==> config.mk <==
export PLATFORM = sky130hd
export DESIGN_NAME = apb_req_bridge
export DESIGN_NICKNAME = d
export VERILOG_FILES = /design/src/rtl/apb_req_bridge.sv
export SDC_FILE = /design/constraint.sdc
export NUM_CORES = 1
export LEC_CHECK = 0
export ABC_AREA = 1
export BUFFER_PORTS_ARGS = -buffer_cell sky130_fd_sc_hd__buf_2
export CORE_ASPECT_RATIO = 0.5
export CORE_UTILIZATION = 52
export CTS_CLUSTER_SIZE = 20
export DETAILED_ROUTE_END_ITERATION = 7
export GPL_ROUTABILITY_DRIVEN = 0
export PLACE_DENSITY = 0.83
export SYNTH_ARGS = -nofsm -noshare
export SYNTH_HDL_FRONTEND = slang
export SYNTH_SLANG_ARGS = --single-unit
==> constraint.sdc <==
create_clock -name pclk -period 5.1 [get_ports pclk]
set_input_delay 1.02 -clock pclk [delete_from_list [all_inputs] [get_ports pclk]]
set_output_delay 1.02 -clock pclk [all_outputs]
set_load 0.01 [all_outputs]
==> src/rtl/apb_req_bridge.sv <==
// APB requester bridge: queued requests in, APB transfers out, responses back.
// Optional build macro APB_TIMEOUT_EN adds an ACCESS-phase timeout.
//
// Ports:
//   pclk, presetn          clock, async active-low reset
//   paddr..pstrb, psel     APB requester outputs (pnse tied 0)
//   pready/prdata/pslverr  completer inputs
//   req_*                  request valid/ready channel (REQ_DEPTH FIFO)
//   rsp_*                  response valid/ready channel (2-entry FIFO)
module apb_req_bridge #(
  parameter int ADDR_WIDTH     = 32,
  parameter int DATA_WIDTH     = 32,
  parameter int REQ_DEPTH      = 4,
  parameter int NUM_SEL        = 4,
  parameter int SEL_LSB        = 12,
  parameter int TIMEOUT_CYCLES = 256
) (
  input  logic                    pclk,
  input  logic                    presetn,
  output logic [ADDR_WIDTH-1:0]   paddr,
  output logic [2:0]              pprot,
  output logic                    pnse,
  output logic [NUM_SEL-1:0]      psel,
  output logic                    penable,
  output logic                    pwrite,
  output logic [DATA_WIDTH-1:0]   pwdata,
  output logic [DATA_WIDTH/8-1:0] pstrb,
  input  logic                    pready,
  input  logic [DATA_WIDTH-1:0]   prdata,
  input  logic                    pslverr,
  input  logic                    req_valid,
  output logic                    req_ready,
  input  logic                    req_write,
  input  logic [ADDR_WIDTH-1:0]   req_addr,
  input  logic [DATA_WIDTH-1:0]   req_wdata,
  input  logic [DATA_WIDTH/8-1:0] req_strb,
  input  logic [2:0]              req_prot,
  output logic                    rsp_valid,
  input  logic                    rsp_ready,
  output logic [DATA_WIDTH-1:0]   rsp_rdata,
  output logic                    rsp_err,
  output logic                    rsp_timeout
);

  localparam int SW = DATA_WIDTH / 8;
  localparam int SB = $clog2(NUM_SEL);
  localparam int PW = $clog2(REQ_DEPTH);
  localparam int QW = 1 + ADDR_WIDTH + DATA_WIDTH + SW + 3;
  localparam int RW = DATA_WIDTH + 2;

  localparam logic [1:0] S_IDLE   = 2'd0;
  localparam logic [1:0] S_SETUP  = 2'd1;
  localparam logic [1:0] S_ACCESS = 2'd2;

  logic [1:0] state_q, state_d;
  logic       is_access, fin_ok, fin_to, fin, launch;

  // ---------------- request FIFO ----------------
  logic [QW-1:0] rq_mem [REQ_DEPTH];
  logic [PW-1:0] rq_wp_q, rq_rp_q;
  logic [PW:0]   rq_cnt_q;
  logic          rq_empty, rq_full, rq_push;
  logic          rq_wr, rq_rd, have_req;
  logic [QW-1:0] rq_in, rq_head;

  logic                  h_write;
  logic [ADDR_WIDTH-1:0] h_addr;
  logic [DATA_WIDTH-1:0] h_wdata;
  logic [SW-1:0]         h_strb;
  logic [2:0]            h_prot;

  assign rq_empty  = (rq_cnt_q == '0);
  assign rq_full   = (rq_cnt_q == (PW+1)'(REQ_DEPTH));
  assign req_ready = presetn & ~rq_full;
  assign rq_push   = req_valid & req_ready;
  assign rq_in     = {req_write, req_addr, req_wdata,
                      req_strb, req_prot};

  // An empty FIFO forwards the incoming request so a
  // request can start SETUP in the cycle after it is taken.
  assign rq_head  = rq_empty ? rq_in : rq_mem[rq_rp_q];
  assign have_req = ~rq_empty | rq_push;
  assign rq_wr    = rq_push & ~(launch & rq_empty);
  assign rq_rd    = launch & ~rq_empty;

  assign {h_write, h_addr, h_wdata, h_strb, h_prot} = rq_head;

  always_ff @(posedge pclk) begin
    if (rq_wr) rq_mem[rq_wp_q] <= rq_in;
  end

  always_ff @(posedge pclk or negedge presetn) begin
    if (!presetn) begin
      rq_wp_q  <= '0;
      rq_rp_q  <= '0;
      rq_cnt_q <= '0;
    end else begin
      if (rq_wr) rq_wp_q <= rq_wp_q + 1'b1;
      if (rq_rd) rq_rp_q <= rq_rp_q + 1'b1;
      rq_cnt_q <= rq_cnt_q + (PW+1)'(rq_wr)
                           - (PW+1)'(rq_rd);
    end
  end

  // ---------------- response FIFO ----------------
  logic [RW-1:0] rs_mem [2];
  logic          rs_wp_q, rs_rp_q;
  logic [1:0]    rs_cnt_q;
  logic          rs_pop, rs_clear;
  logic [RW-1:0] rs_din;

  assign rsp_valid = (rs_cnt_q != 2'd0);
  assign rs_pop    = rsp_valid & rsp_ready;
  // Occupancy left after this cycle's pop, ignoring the
  // entry a completing transfer writes now. Keeping this
  // at zero before launching bounds the FIFO to 2 entries.
  assign rs_clear  = ((rs_cnt_q - {1'b0, rs_pop}) == 2'd0);

  assign {rsp_rdata, rsp_err, rsp_timeout} = rs_mem[rs_rp_q];

  assign rs_din = fin_ok
    ? {(pwrite ? {DATA_WIDTH{1'b0}} : prdata), pslverr, 1'b0}
    : {{DATA_WIDTH{1'b0}}, 2'b11};

  always_ff @(posedge pclk or negedge presetn) begin
    if (!presetn) begin
      rs_mem[0] <= '0;
      rs_mem[1] <= '0;
      rs_wp_q   <= 1'b0;
      rs_rp_q   <= 1'b0;
      rs_cnt_q  <= 2'd0;
    end else begin
      if (fin) begin
        rs_mem[rs_wp_q] <= rs_din;
        rs_wp_q         <= ~rs_wp_q;
      end
      if (rs_pop) rs_rp_q <= ~rs_rp_q;
      rs_cnt_q <= rs_cnt_q + {1'b0, fin} - {1'b0, rs_pop};
    end
  end

  // ---------------- transfer control ----------------
  assign is_access = (state_q == S_ACCESS);
  assign fin_ok    = is_access & pready;

`ifdef APB_TIMEOUT_EN
  localparam int TW = $clog2(TIMEOUT_CYCLES + 1);
  logic [TW-1:0] to_cnt_q;

  assign fin_to = is_access & ~pready &
                  (to_cnt_q == TW'(TIMEOUT_CYCLES - 1));

  always_ff @(posedge pclk or negedge presetn) begin
    if (!presetn)
      to_cnt_q <= '0;
    else if (launch)
      to_cnt_q <= '0;
    else if (is_access & ~pready)
      to_cnt_q <= to_cnt_q + 1'b1;
  end
`else
  assign fin_to = 1'b0;
`endif

  assign fin    = fin_ok | fin_to;
  assign launch = have_req & rs_clear &
                  ((state_q == S_IDLE) | fin);

  always_comb begin
    state_d = state_q;
    unique case (state_q)
      S_IDLE:   if (launch) state_d = S_SETUP;
      S_SETUP:  state_d = S_ACCESS;
      S_ACCESS: if (fin) state_d = launch ? S_SETUP : S_IDLE;
      default:  state_d = S_IDLE;
    endcase
  end

  always_ff @(posedge pclk or negedge presetn) begin
    if (!presetn) state_q <= S_IDLE;
    else          state_q <= state_d;
  end

  // ---------------- APB output registers ----------------
  logic [ADDR_WIDTH-1:0] paddr_q;
  logic [2:0]            pprot_q;
  logic [NUM_SEL-1:0]    psel_q, sel_dec;
  logic                  penable_q, pwrite_q;
  logic [DATA_WIDTH-1:0] pwdata_q;
  logic [SW-1:0]         pstrb_q;

  assign sel_dec = (NUM_SEL)'(1) << h_addr[SEL_LSB +: SB];

  always_ff @(posedge pclk or negedge presetn) begin
    if (!presetn) begin
      paddr_q   <= '0;
      pprot_q   <= '0;
      psel_q    <= '0;
      penable_q <= 1'b0;
      pwrite_q  <= 1'b0;
      pwdata_q  <= '0;
      pstrb_q   <= '0;
    end else if (launch) begin
      paddr_q   <= h_addr;
      pprot_q   <= h_prot;
      psel_q    <= sel_dec;
      penable_q <= 1'b0;
      pwrite_q  <= h_write;
      pwdata_q  <= h_wdata;
      pstrb_q   <= h_write ? h_strb : '0;
    end else if (state_q == S_SETUP) begin
      penable_q <= 1'b1;
    end else if (fin) begin
      psel_q    <= '0;
      penable_q <= 1'b0;
    end
  end

  assign paddr   = paddr_q;
  assign pprot   = pprot_q;
  assign pnse    = 1'b0;
  assign psel    = psel_q;
  assign penable = penable_q;
  assign pwrite  = pwrite_q;
  assign pwdata  = pwdata_q;
  assign pstrb   = pstrb_q;

endmodule

* Word level (Yosys, flattened, before mapping)
Memories as Yosys holds them, arrays and structs flattened.
Index checks and enable logic that the tools add are counted.
** Cells by class
- $lt $le $gt $ge :: 3
- Shift-type cells :: 1
- Add/sub/neg operators :: 7
- Bitwise gates (word level) :: 18
- Mux-type cells :: 22
- Equal/unequal tests :: 6
- Reduce and logical (&&, ||, !) cells :: 9
** Operator list (count)
- two-way mux 34 bit :: 5
- two-way mux 72 bit :: 1
- bitwise mux 68 bit :: 1
- demux 34 bit (select 1 bit) :: 1
- two-way mux 32 bit :: 1
- two-way mux 4 bit :: 4
- AND 1 bit :: 9
- two-way mux 1 bit :: 6
- one-hot mux 2 bit (3 select lines) :: 1
- inverter 1 bit :: 5
- adder 2 x 1 -> 2 bit, second input constant :: 2
- greater-or-equal comparator 2 bit, second input constant :: 2
- zero test 2 bit :: 2
- two-way mux 2 bit :: 2
- != test 2 bit, second input constant :: 2
- inverter 1 -> 2 bit :: 2
- AND reduction 2 bit :: 2
- nonzero test 2 bit :: 2
- << shifter 1 x 2 -> 4 bit, first input constant :: 1
- subtractor 2 x 1 -> 2 bit :: 2
- adder 3 x 1 -> 3 bit :: 1
- == test 3 bit, second input constant :: 1
- zero test 3 bit :: 1
- nonzero test 3 bit :: 1
- other kinds (8) :: 9
** Storage, ports and cells
- Flip-flop bits (word level) :: 158
- RAM bits :: 288
- Output and inout bits :: 114
- Bits of input ports :: 110
- Logic and storage cells :: 83
- Memories :: 1
** Memory list
- rq_mem :: depth 4, bits a word 72, rd ports 1, clocked after Yosys merged registers in 0, write ports 1, RTL line 59 : logic [QW-1:0] rq_mem [REQ_DEPTH];

* Logic depth before layout (Yosys ltp)
Gate-level depths: netlist of run 1.
- Depth in word-level cells :: 12
- Depth in mapped cells :: 15
- Mapped depth without buffers :: 13

* Least setup slack after synthesis of run 1
OpenSTA, ideal clock, no wires.
- Path type :: input -> register
- Start point :: input port rsp_ready
- End point :: memory rq_mem[0][0] (netlist bit), enable pin
- Required time :: 4.597 ns
- Arrival :: 4.754 ns
- Setup time :: 0.503 ns
- Path buffers :: 0
- Stages :: 6
- Path slack :: -0.157 ns
- Cells stage by stage :: nand2_1 inv_1 ha_1 nand4_4 o21bai_2 nor2_1
** On the way
- Cells in the longest elaborated chain, start to end :: 10
** RTL lines
- start, declared :: RTL line 39 : input logic rsp_ready,
- AND 1 bit :: RTL line 113 : assign rs_pop = rsp_valid & rsp_ready;
- via rs_pop :: RTL line 109 : logic rs_pop, rs_clear;
- subtractor 2 x 1 -> 2 bit :: RTL line 117 : assign rs_clear = ((rs_cnt_q - {1'b0, rs_pop}) == 2'd0);
- zero test 2 bit :: RTL line 117
- AND 1 bit (2 in series) :: RTL line 166 : assign launch = have_req & rs_clear &
- AND 1 bit :: RTL line 83 : assign rq_wr = rq_push & ~(launch & rq_empty);
- inverter 1 bit :: RTL line 83
- AND 1 bit :: RTL line 83
- two-way mux 1 bit :: RTL line 89 : if (rq_wr) rq_mem[rq_wp_q] <= rq_in;
- two-way mux 1 bit (implied by the code) :: RTL line 89
- end, declared :: RTL line 59
The timed path passes the listed nets, and every way through them passes these cells.

* Final worst setup path of run 1
- Start point :: register rs_rp_q
- End point :: output port rsp_rdata[31]
** On the way
- Cells in the longest elaborated chain, start to end :: 4
** RTL lines
- start, declared :: RTL line 107 : logic rs_wp_q, rs_rp_q;
- start signal, assigned :: RTL line 137 : if (rs_pop) rs_rp_q <= ~rs_rp_q;
- inverter 1 -> 2 bit (implied by the code) :: RTL line 119 : assign {rsp_rdata, rsp_err, rsp_timeout} = rs_mem[rs_rp_q];
- two-way mux 34 bit (implied by the code) (3 in series) :: RTL line 119
- end, declared :: RTL line 40 : output logic [DATA_WIDTH-1:0] rsp_rdata,
Every way passes these cells. The select of a mux whose other input is x is not followed.

==> results of run 1 <==
## cells in the final DEF (no fill, tap or decap), types with 4 or more instances in the layout
cell / count
o21ai_0: 119
clkinv_1: 6
inv_1: 69
o21ai_1: 17
xor2_1: 5
dfrtp_1: 155
clkbuf_16: 39
diode_2: 6
nor2_1: 9
inv_2: 6
nor2_4: 6
clkbuf_1: 10
nand2_1: 605
edfxtp_1: 288
nand3_1: 162
a21oi_1: 131
buf_2: 221
ha_1: 8
clkbuf_8: 4
buf_4: 20
clkinv_2: 7
nor2_2: 27
## synthesized netlist by cell type (all sizes together), types with 2 or more instances
cell type	number
ha	8
nand3	163
xnor2	2
or2	2
edfxtp	288
nor2	42
nand2	607
dfrtp	158
xor2	5
buf	64
inv	76
nor3	2
clkbuf	42
o21ai	136
a21oi	132
## logic make-up after synthesis
family | synth area share, %
and+or+nand+nor | 18.5
buffers and inverters | 4.54
DFF | 68.6
adders and majority gates | 0.654
other | 0.0204
AOI/OAI and AO/OA | 7.38
xor gates and xnor gates | 0.334
## stage by stage
stage | setup WS, ns | hold WS [ns]
finish | 1.84 | 0.418
CTS | 1.86 | 0.431
global route | 1.77 | 0.455
floorplan | -0.157 | 0.436
detailed placement | 1.38 | 0.457
global placement | 1.46 | 0.452
## where the power goes
part / total (W) / switching, W / internal (W) / leakage [nW]
Combinational: 0.00410 / 0.00284 / 0.00126 / 3.65
Sequential: 0.00515 / 0.000454 / 0.00470 / 4.63
Clock: 0.00288 / 0.00130 / 0.00158 / 0.604
## flip-flops by register name (all words and copies together) (netlist names)
register  count
pprot         3
rs_mem       68
penable       1
rs_rp_q       1
rs_wp_q       1
paddr        32
rq_mem      288
rq_cnt_q      3
rq_rp_q       2
pwdata       32
state_q       2
pwrite        1
rq_wp_q       2
pstrb         4
psel          4
rs_cnt_q      2
## critical path, stage by stage (launching register included)
cell and delay [ns]:
dfrtp_2 1.09, o21ai_0 0.37, buf_2 0.23
## final cells by class
type                            count  area (um2)  share of cell area (%)
Inverter                           76         288                    1.37
Antenna cell                        6        15.0                  0.0715
Clock inverter                     18         159                   0.756
Multi-Input combinational cell   1103        4970                    23.7
Clock buffer                       53        1070                    5.09
Timing Repair Buffer              244        1310                    6.22
Tap cell                          475         594                    2.83
Sequential cell                   446       12600                    60.0
## final timing paths
| path | start | end |
|---|---|---|
| worst max-delay path | rs_rp_q | rsp_rdata[31] |
| worst min-delay path | presetn | rs_mem[8] |
| worst max register to register | rs_cnt_q[1] | rq_cnt_q[2] |
| worst min register to register | rs_mem[25] | rs_mem[25] |
| max in group asynchronous | presetn | rq_rp_q[0] |
| min in group pclk | rs_mem[25] | rs_mem[25] |
## routing by layer
layer,vias to the layer above,GRT usage [%]
met4,0,8.95
met5,-,0
met2,536,41.2
li1,6183,-
met3,85,3.98
met1,6432,30.4
==> results_dict.tcl, run 1 <==
set metrics [dict create \
    avgViaCountPerCell 5.47 \
    power_density_nw_per_um2 578 \
    slew_violations 0 \
    max_slew.worst_pin.slew_ns 1.22 \
    skew_ns 0.0167 \
    crit_required_ns 4.08 \
    met1_length_um 17600 \
    htreeDepth 2 \
    ys.flop_type "edfxtp_1" \
    rsz0062_at_grt "no" \
    synth_edf_count 288 \
    syn_to_final_growth_pct 14.4 \
    wl_met2_um 22100 \
    drive_gt1_share_pct 18.1 \
    tritoncts "yes" \
    leakage_nw 8.88 \
    clockBufferDepth 3 \
    crit_arrival_ns 2.24 \
    holdCritPathClass "input port to asynchronous set/reset pin" \
    die_area_um2 36100 \
    seq_area_frac_synth_pct 68.6 \
    clkSinkCount 446 \
    finalSetupTns_ns 0 \
    cts_setup_buffers 0 \
    max_freq_mhz 307 \
    drv_cap 0 \
    nets 2029 \
    synth-seq-cells 446 \
    track_usage_pct 23.9 \
    synth.avg_cell_area_um2 10.6 \
    finalHoldViolations 0 \
    crit_type "flip-flop to output pin" \
    wl_met3_um 2960 \
    setup_violations 0 \
    post_cts_resized 0 \
    cts_made_buffers 39 \
    r2r_setup_slack_ns 1.97 \
    yosys.area.top_type "edfxtp_1" \
    routedWlPerCell_um 18.1 \
    drt-total-wl_um 43800 \
    layout_min_cycle_time_ns 3.26 \
    synth_async_sr_flop_share_pct 35.4 \
    status "complete, no violations" \
    worstSetupEndpointType "output pin" \
    fp.dieW_um 268 \
    drt_iter0_markers 1380 \
    ys_types 29 \
    ctsHoldBuffers 0 \
    fin_util_pct 60.6 \
    path_clk_slew_ns 0.07 \
    syn-num-nets 1850 \
    drtPass1Iterations 5 \
    place_hpwl_um 25000 \
    synth.area.top_cells "edfxtp_1 (47%), dfrtp_1 (22%), nand2_1 (12%)" \
    antenna_left 0 \
    ioPinCount 224 \
    highest_layer "met4" \
    initial_core_util_pct 53.0 \
    die_height_um 135 \
    core_um2 34700 \
    std_cell_rows 48 \
    clock_latency_ns 0.54 \
    synthCells 1731 \
    portBuffers 222 \
    grt_first_pass_wirelength_um 67100 \
    slew_headroom_pct 18.5 \
    grt_max_degree 110 \
    syn_area_um2 18400 \
    start_kind "flip-flop" \
    final_cells 2421 \
    power.total_w 0.0121 \
    dpl-instance-area_um2 19800 \
    grt_pass1_vias 12720 \
    antenna_found_initial 5 \
    vdd_drop_max_uv 463 \
    drc 0 \
    clk_root_buffer_cell "clkbuf_16" \
    synth_top_cell_area_share_pct 47.1 \
    reg2regPathDepth 13 \
    finalInstanceArea_um2 21000 \
    vias 13236 \
    post-route-period-util_pct 63.9 \
    placed_cells 2344 \
    ys_warn_count 0 \
    fillCellCount 2715 \
    cp_max_fo 68 \
    grt_remaining_overflow 0 \
]
Power figures use the tool's default switching activity.
==> run 2, diff against run 1 <==
clock period = 2.81 ns   (was 5.1 ns; I/O delays follow)
==> results_dict.tcl, run 2 (synthesized netlist as in run 1, its figures left out) <==
set metrics [dict create \
    power_density_nw_per_um2 1050 \
    ioPinCount 224 \
    status "complete, no violations" \
    antenna_found_initial 8 \
    clock_latency_ns 0.55 \
    dpl-instance-area_um2 20000 \
    track_usage_pct 24.2 \
    largest_register_ffs 288 \
    fin_ws_ns 0.238 \
    vdd_drop_max_uv 908 \
    drv_cap 0 \
    placed_cells 2355 \
    switching_power_w 0.00844 \
    slew_headroom_pct 30.0 \
    die_height_um 135 \
    max_freq_mhz 389 \
    portBuffers 222 \
    skew_ns 0.0250 \
    syn_to_final_growth_pct 16.0 \
    finalHoldViolations 0 \
    slew_violations 0 \
    worstSetupEndpointType "flip-flop" \
    p_clk_share_pct 24.0 \
    path_clk_slew_ns 0.07 \
    crit_arrival_ns 3.04 \
    fillCellCount 2666 \
    grt_first_pass_wirelength_um 68100 \
    std_cell_rows 48 \
    tritoncts "yes" \
    leakage_nw 9.02 \
    cts_made_buffers 40 \
    max_slew.worst_pin.slew_ns 1.05 \
    post_cts_resized 0 \
    pwr-share-seq_pct 41.0 \
    die_area_um2 36100 \
    place_hpwl_um 24600 \
    grt_pass1_vias 12901 \
    drc 0 \
    finalSetupTns_ns 0 \
    layout_common_cells "nand2_1 (604), edfxtp_1 (288), buf_2 (221)" \
    post-route-period-util_pct 91.5 \
    layout_commonest_cell "nand2_1" \
    htreeDepth 2 \
    switching_share_pct 37.6 \
    holdCritPathClass "input port to asynchronous set/reset pin" \
    setup_violations 0 \
    final_cells 2435 \
    initial_core_util_pct 53.0 \
    routedWlPerCell_um 18.1 \
    clk_root_buffer_cell "clkbuf_16" \
    core_um2 34700 \
    drt-total-wl_um 44100 \
    grt_max_degree 160 \
    cp_max_fo 3 \
    grt_remaining_overflow 0 \
    antenna_left 0 \
    p_comb_share_pct 35.0 \
    start_kind "flip-flop" \
    rsz0062_at_grt "no" \
    drtPass1Iterations 5 \
    register_area_um2 12600 \
    finalInstanceArea_um2 21300 \
    layout_min_cycle_time_ns 2.57 \
    crit_required_ns 3.28 \
    drive_gt1_share_pct 18.9 \
    drt_iter0_markers 1664 \
    internal_power_w 0.0140 \
    avgViaCountPerCell 5.49 \
    reg_top3 "rq_mem (288), rs_mem (68)" \
    nets 2041 \
    clockBufferDepth 3 \
    cts_setup_buffers 0 \
    multiInputGateArea_um2 4980 \
    crit_type "flip-flop to flip-flop" \
    ctsHoldBuffers 0 \
    vias 13374 \
    fp.dieW_um 268 \
    clkSinkCount 446 \
    largest_register "rq_mem" \
    dp_slack_ns 0.0373 \
]
[run 2: cell type report]
cell class	instances	area share (%)
clock buffers	57	5.33
inverters	76	1.35
repair buffers	255	7.23
flip-flops and latches	446	59.2
clock inverters	16	0.687
well taps	475	2.79
multi-input cells	1103	23.4
diodes	7	0.0822
[run 2: per-stage QoR]
stage / utilization [%] / power (W) / hold slack (ns)
6_report: 61.5 / 0.0225 / 0.121
3_5_place_dp: 57.7 / 0.0172 / 0.459
3_3_place_gp: 57.7 / 0.0169 / 0.451
2_1_floorplan: - / 0.0143 / 0.266
5_1_grt: 61.5 / 0.0238 / 0.229
4_1_cts: 61.4 / 0.0225 / 0.225
[run 2: final timing paths]
kind | from | end | slack, ns | cells past startpoint
min in group pclk | req_strb[3] | rq_mem[1][6] | 0.24 | 1
hold reg to reg | rs_mem[4] | rs_mem[4] | 0.47 | 2
hold / removal | presetn | paddr[8] | 0.12 | 2
setup / recovery | rs_cnt_q[1] | rq_cnt_q[2] | 0.24 | 13
setup reg to reg | rs_cnt_q[1] | rq_cnt_q[2] | 0.24 | 13
max in group asynchronous | presetn | rs_mem[58] | 1.79 | 2
[run 2: critical path, cell delays in order, from the launching register on]
cell      delay, ns
dfrtp_1        0.37
inv_2          0.10
nand2_2        0.06
nand2_1        0.09
inv_1          0.05
ha_1           0.32
nand4_4        0.14
o21bai_4       0.09
ha_1           0.28
inv_1          0.04
ha_1           0.19
fa_1           0.40
xnor2_1        0.21
xor2_1         0.18
[run 2: power groups by stage]
| stage | Clock, W | Sequential [W] | Combinational (W) |
|---|---|---|---|
| floorplan | 0 | 0.00936 | 0.00496 |
| finish | 0.00540 | 0.00921 | 0.00787 |
| CTS | 0.00546 | 0.00921 | 0.00787 |
| global placement | 0 | 0.00927 | 0.00762 |
| global route | 0.00573 | 0.00934 | 0.00873 |
| detailed placement | 0 | 0.00933 | 0.00784 |
[run 2: per-layer routing]
layer / track usage [%] / up-vias / wire [um]
met4: 9.68 / 2 / 1280
met3: 4.49 / 84 / 3380
met5: 0 / - / 11
met2: 41.2 / 602 / 21900
li1: - / 6202 / -
met1: 31.0 / 6484 / 17500
